===== config.mk =====
export PLATFORM = sky130hd
export DESIGN_NAME = lsu_ctrl
export DESIGN_NICKNAME = d
export VERILOG_FILES = /design/src/rtl/lsu_ctrl.sv
export SDC_FILE = /design/constraint.sdc
export NUM_CORES = 1
export LEC_CHECK = 0
export BUFFER_PORTS_ARGS = -buffer_cell sky130_fd_sc_hd__buf_2
export CELL_PAD_IN_SITES_DETAIL_PLACEMENT = 1
export CELL_PAD_IN_SITES_GLOBAL_PLACEMENT = 1
export CORE_UTILIZATION = 39
export CTS_CLUSTER_DIAMETER = 50
export DETAILED_ROUTE_END_ITERATION = 10
export PLACE_DENSITY_LB_ADDON = 0.1
export SLEW_MARGIN = 5
export SYNTH_ARGS = -nofsm -noshare
export SYNTH_HDL_FRONTEND = slang
export SYNTH_SLANG_ARGS = --single-unit

===== constraint.sdc =====
create_clock -name clock -period 11.35 [get_ports clock]
set_clock_uncertainty 0.2 [all_clocks]
set_input_delay 2.27 -clock clock [delete_from_list [all_inputs] [get_ports clock]]
set_output_delay 2.27 -clock clock [all_outputs]
set_load 0.01 [all_outputs]

===== src/rtl/lsu_ctrl.sv =====
// Load/store initiator: takes one RISC-V load/store, drives the memory port for a
// single strobe cycle, waits LATENCY cycles, then returns an extended result or error.
module lsu_ctrl #(
  parameter int unsigned LATENCY = 1
) (
  input  logic        clock,
  input  logic        reset,
  input  logic        req_valid,
  output logic        req_ready,
  input  logic        req_wen,
  input  logic [31:0] req_addr,
  input  logic [31:0] req_wdata,
  input  logic [2:0]  req_func3,
  output logic        resp_valid,
  input  logic        resp_ready,
  output logic [31:0] resp_rdata,
  output logic        resp_err,
  output logic [31:0] mem_waddr,
  output logic [7:0]  mem_wmask,
  output logic [31:0] mem_wdata,
  output logic        mem_wen,
  output logic [31:0] mem_raddr,
  output logic [2:0]  mem_rsize,
  output logic        mem_ren,
  input  logic [31:0] mem_rdata
);

  localparam logic [3:0] LAT = 4'(LATENCY);

  typedef enum logic [1:0] {IDLE, ISSUE, WAIT, RESP} state_t;

  state_t      state, state_next;
  logic        wen_q;
  logic [31:0] addr_q;
  logic [31:0] wdata_q;
  logic [2:0]  func3_q;
  logic        err_q;
  logic [31:0] rdata_q;
  logic [3:0]  cnt_q;

  logic        accept;
  logic        req_bad;
  logic [31:0] lane;
  logic [31:0] load_ext;
  logic [3:0]  mask4;

  assign accept = (state == IDLE) && req_valid;

  always_comb begin
    // NOTE: every combinational output gets a default first so no path infers a latch.
    req_bad = 1'b0;
    case (req_func3)
      3'b000, 3'b100: req_bad = 1'b0;
      3'b001, 3'b101: req_bad = req_addr[0];
      3'b010:         req_bad = |req_addr[1:0];
      default:        req_bad = 1'b1;
    endcase
  end

  // State register
  always_ff @(posedge clock or posedge reset) begin
    if (reset) state <= IDLE;
    else       state <= state_next;
  end

  // Next-state logic
  always_comb begin
    state_next = state;
    case (state)
      IDLE:  if (accept) state_next = req_bad ? RESP : ISSUE;
      ISSUE: state_next = WAIT;
      WAIT:  if (cnt_q == 4'd1) state_next = RESP;
      RESP:  if (resp_ready) state_next = IDLE;
      default: state_next = IDLE;
    endcase
  end

  // Load lane selection and extension, keyed on the latched width code.
  always_comb begin
    lane     = mem_rdata >> {addr_q[1:0], 3'b000};
    load_ext = lane;
    case (func3_q)
      3'b000:  load_ext = {{24{lane[7]}}, lane[7:0]};
      3'b001:  load_ext = {{16{lane[15]}}, lane[15:0]};
      3'b100:  load_ext = {24'd0, lane[7:0]};
      3'b101:  load_ext = {16'd0, lane[15:0]};
      default: load_ext = lane;
    endcase
  end

  always_ff @(posedge clock or posedge reset) begin
    // NOTE: sequential state uses non-blocking assignments so all registers update together.
    if (reset) begin
      wen_q   <= 1'b0;
      addr_q  <= '0;
      wdata_q <= '0;
      func3_q <= '0;
      err_q   <= 1'b0;
      rdata_q <= '0;
      cnt_q   <= '0;
    end else begin
      case (state)
        IDLE: if (accept) begin
          wen_q   <= req_wen;
          addr_q  <= req_addr;
          wdata_q <= req_wdata;
          func3_q <= req_func3;
          err_q   <= req_bad;
          rdata_q <= '0;
        end
        ISSUE: cnt_q <= LAT;
        WAIT: begin
          cnt_q <= cnt_q - 4'd1;
          if (cnt_q == 4'd1 && !wen_q) rdata_q <= load_ext;
        end
        default: ;
      endcase
    end
  end

  always_comb begin
    case (func3_q[1:0])
      2'b00:   mask4 = 4'b0001;
      2'b01:   mask4 = 4'b0011;
      default: mask4 = 4'b1111;
    endcase
    mask4 = mask4 << addr_q[1:0];
  end

  // Output logic: memory port is live only in ISSUE, response only in RESP.
  always_comb begin
    req_ready  = (state == IDLE) && !reset;
    resp_valid = (state == RESP);
    resp_rdata = (state == RESP) ? rdata_q : 32'd0;
    resp_err   = (state == RESP) && err_q;
    mem_waddr  = '0;
    mem_wmask  = '0;
    mem_wdata  = '0;
    mem_wen    = 1'b0;
    mem_raddr  = '0;
    mem_rsize  = '0;
    mem_ren    = 1'b0;
    if (state == ISSUE) begin
      if (wen_q) begin
        mem_wen   = 1'b1;
        mem_waddr = {addr_q[31:2], 2'b00};
        mem_wdata = wdata_q << {addr_q[1:0], 3'b000};
        mem_wmask = {4'b0000, mask4};
      end else begin
        mem_ren   = 1'b1;
        mem_raddr = {addr_q[31:2], 2'b00};
        mem_rsize = 3'd4;
      end
    end
  end

endmodule


==> impl_metrics.env <==
export IMPL_syn_avg_cell_area_um2=10.5
export IMPL_final_design_area_no_fill_mm2=0.00762
export IMPL_worst_min_delay_path_category="flop to flop"
export IMPL_die_height_um=127
export IMPL_top_area_cells_in_the_synthesized_netlist="sky130_fd_sc_hd__dfrtp_1, sky130_fd_sc_hd__mux2_2, sky130_fd_sc_hd__and2_1, sky130_fd_sc_hd__mux2i_1, sky130_fd_sc_hd__and3_1"
export IMPL_gr_total_overflow=0
export IMPL_syn_cell_area_mm2=0.00608
export IMPL_design_power_total_w=0.00197
export IMPL_final_min_period_over_clock_period_pct=55.7
export IMPL_tritoncts_num_buffers=9
export IMPL_worst_slew_pin_slew_ns=1.13
export IMPL_clkSlewWorstSetupHoldPaths_ns=0.07
export IMPL_power_static_leakage_nw=4.02
export IMPL_synth_enable_flop_cells=0
export IMPL_max_vdd_ir_drop_uv=133
export IMPL_numClockSinks=107
export IMPL_period_minus_slack_ns=6.32
export IMPL_grt_first_pass_wirelength_um=29900
export IMPL_seq_total_area_yosys_pct=44.1
export IMPL_post_cts_buffers=0
export IMPL_cts_resized=0
export IMPL_ant_nets=0
export IMPL_cts_hold_repair_buffers=0
export IMPL_critical_path_endpoint_type="output port"
export IMPL_max_freq_ghz=0.158
export IMPL_grt_use_total_pct=23.7
export IMPL_synth_largest_area_cell="sky130_fd_sc_hd__dfrtp_1"
export IMPL_cell_area_reported_after_detailed_placement_mm2=0.00730
export IMPL_port_buffer_count=237
export IMPL_grt_max_degree=70
export IMPL_dpl_hpwl_um=13300
export IMPL_synth_top_area_share_pct=44.1
export IMPL_synth_cell_types=44
export IMPL_number_of_global_route_vias_before_repair=5554
export IMPL_final_core_utilization_pct=50.1
export IMPL_clock_latency_ns=0.36
export IMPL_worstPathMaxFanout=32
export IMPL_timing_critical_path_from_type="flop"
export IMPL_top_level_ports=248
export IMPL_dr_first_iter_drc_count=251
export IMPL_finalWeightedCongestion=0.804
export IMPL_bufs_on_longest_clock_path=2
export IMPL_clockRootBuffer="sky130_fd_sc_hd__clkbuf_16"
export IMPL_timing_max_slew_rel_slack_pct=24.9
export IMPL_critical_path_arrival_ns=3.85
export IMPL_setup_viol=0
export IMPL_synth_flop_cell="sky130_fd_sc_hd__dfrtp_1"
export IMPL_cap_violations=0
export IMPL_post_synth_inst_count=578
export IMPL_initial_standard_cell_utilization_of_the_core_pct=40.0
export IMPL_clock_tree_htree_level_count=3
export IMPL_ys_ff_latch=107
export IMPL_dr_total_vias=5215
export IMPL_unrepaired_setup_endpoints_after_global_routing="false"
export IMPL_std_cell_rows=45
export IMPL_coreArea_mm2=0.0152
export IMPL_critPathKind="flop to output port"
export IMPL_yosysWarnings=0
export IMPL_count_of_final_max_slew_check_failures=0
export IMPL_post_drt_via_cell_ratio=5.31
export IMPL_avgRoutedWirePerCell_um=19.1
export IMPL_nets=898
export IMPL_detail_route_drc_violations=0
export IMPL_initial_antenna_violation_count=4
export IMPL_cts_tree="done"
export IMPL_synthArstFlopShare_pct=100
export IMPL_die_width_um=127
export IMPL_drtPass1Iterations=4
export IMPL_finalWirelength_um=18800
export IMPL_area_delta_synth_final_pct=25.4
export IMPL_timing_critical_path_required_ns=8.88
export IMPL_number_of_hold_violations_in_the_final_report=0
export IMPL_power_density_mw_per_mm2=259
export IMPL_final_layout_size_suffix_gt1_share_pct=44.8
export IMPL_final_setup_tns_ns=0
export IMPL_die_area_mm2=0.0161
export IMPL_status="finished clean"
[state kept, by name, summed over array words and instances (netlist names)]
register  flops
func3_q       3
addr_q       32
err_q         1
wen_q         1
state         2
cnt_q         4
wdata_q      32
rdata_q      32
[critical path, cell delays in order, from the launching register on]
cell and delay, ns:
sky130_fd_sc_hd__dfrtp_1 0.41, sky130_fd_sc_hd__inv_1 0.11, sky130_fd_sc_hd__ha_1 0.76, sky130_fd_sc_hd__nand2_1 0.68, sky130_fd_sc_hd__or2_2 0.62, sky130_fd_sc_hd__nor2_1 0.56, sky130_fd_sc_hd__and2_1 0.22, sky130_fd_sc_hd__buf_2 0.13
[routing by layer]
layer	vias up	GRT usage, %	share of wire, %
met3	21	7.42	7.2
met1	2588	28.9	42
met5	-	0	0.12
met4	4	5.11	1.1
met2	179	41.1	50
li1	2423	-	-
[cell families after synthesis]
family                   count (synthesis)  synth area share, %
AO/OA/AOI/OAI                           88                 10.0
adder cells (fa/ha/maj)                  7                 1.44
buffers and inverters                   62                 5.19
flip-flops                             107                 44.1
multiplexers                           113                 20.5
other                                    1               0.0617
AND/OR/NAND/NOR                        200                 18.7
[stage by stage]
stage | hold WS (ns) | worst slack (ns) | instances
final | 0.278 | 5.03 | 982
after global routing | 0.316 | 4.74 | 981
after CTS | 0.282 | 5.00 | 980
after detailed placement | 0.266 | 5.41 | 964
after global placement | 0.255 | 5.52 | 964
after floorplan | 0.241 | 6.06 | 587
[synth_stat cells, types with 3 or more instances]
cell / n
sky130_fd_sc_hd__a211oi_1: 16
sky130_fd_sc_hd__a21oi_1: 16
sky130_fd_sc_hd__a221o_1: 8
sky130_fd_sc_hd__a221oi_1: 8
sky130_fd_sc_hd__a22oi_1: 8
sky130_fd_sc_hd__and2_1: 73
sky130_fd_sc_hd__and3_1: 31
sky130_fd_sc_hd__buf_1: 3
sky130_fd_sc_hd__buf_2: 18
sky130_fd_sc_hd__buf_4: 12
sky130_fd_sc_hd__clkbuf_1: 18
sky130_fd_sc_hd__dfrtp_1: 107
sky130_fd_sc_hd__ha_1: 7
sky130_fd_sc_hd__inv_1: 9
sky130_fd_sc_hd__mux2_2: 84
sky130_fd_sc_hd__mux2i_1: 28
sky130_fd_sc_hd__nand2_1: 30
sky130_fd_sc_hd__nor2_1: 37
sky130_fd_sc_hd__nor2b_1: 13
sky130_fd_sc_hd__o21ai_0: 18
sky130_fd_sc_hd__o21ai_1: 4
[cell type report]
| type | instances | area (um2) |
|---|---|---|
| Fill cell | 1791 | 7580 |
| Timing Repair Buffer | 242 | 1220 |
| Antenna cell | 2 | 5.00 |
| Multi-Input combinational cell | 418 | 3130 |
| Inverter | 9 | 36.3 |
| Clock buffer | 10 | 229 |
| Sequential cell | 107 | 2680 |
| Clock inverter | 6 | 87.6 |
| Tap cell | 188 | 235 |
[where the power goes]
group,internal [W],total [W],switching [W]
registers,0.000553,0.000724,0.000170
clock network,0.000195,0.000347,0.000152
logic,0.000427,0.000903,0.000475
total,0.00118,0.00197,0.000798
[worst paths after layout]
kind,start,end,slack (ns),cells past startpoint
max,state[1],mem_wdata[6],5.03,7
min,rdata_q[2],rdata_q[2],0.28,2
max reg2reg,state[0],rdata_q[26],8.22,7
min reg2reg,rdata_q[2],rdata_q[2],0.28,2
max in group asynchronous,reset,addr_q[0],7.84,3
min in group asynchronous,reset,cnt_q[2],1.75,2
[placed cells by master, fill, tap and decap left out, drive strengths merged, types with 8 or more instances in the layout]
| cell | count |
|---|---|
| mux2 | 84 |
| buf | 242 |
| and3 | 31 |
| inv | 11 |
| a221oi | 9 |
| mux2i | 28 |
| nor2b | 13 |
| nand2 | 30 |
| clkbuf | 10 |
| nor2 | 37 |
| and2 | 73 |
| conb | 10 |
| a211oi | 16 |
| a21oi | 16 |
| a22oi | 8 |
| o21ai | 22 |
| dfrtp | 107 |
| a221o | 8 |
Power figures use the tool's default switching activity.
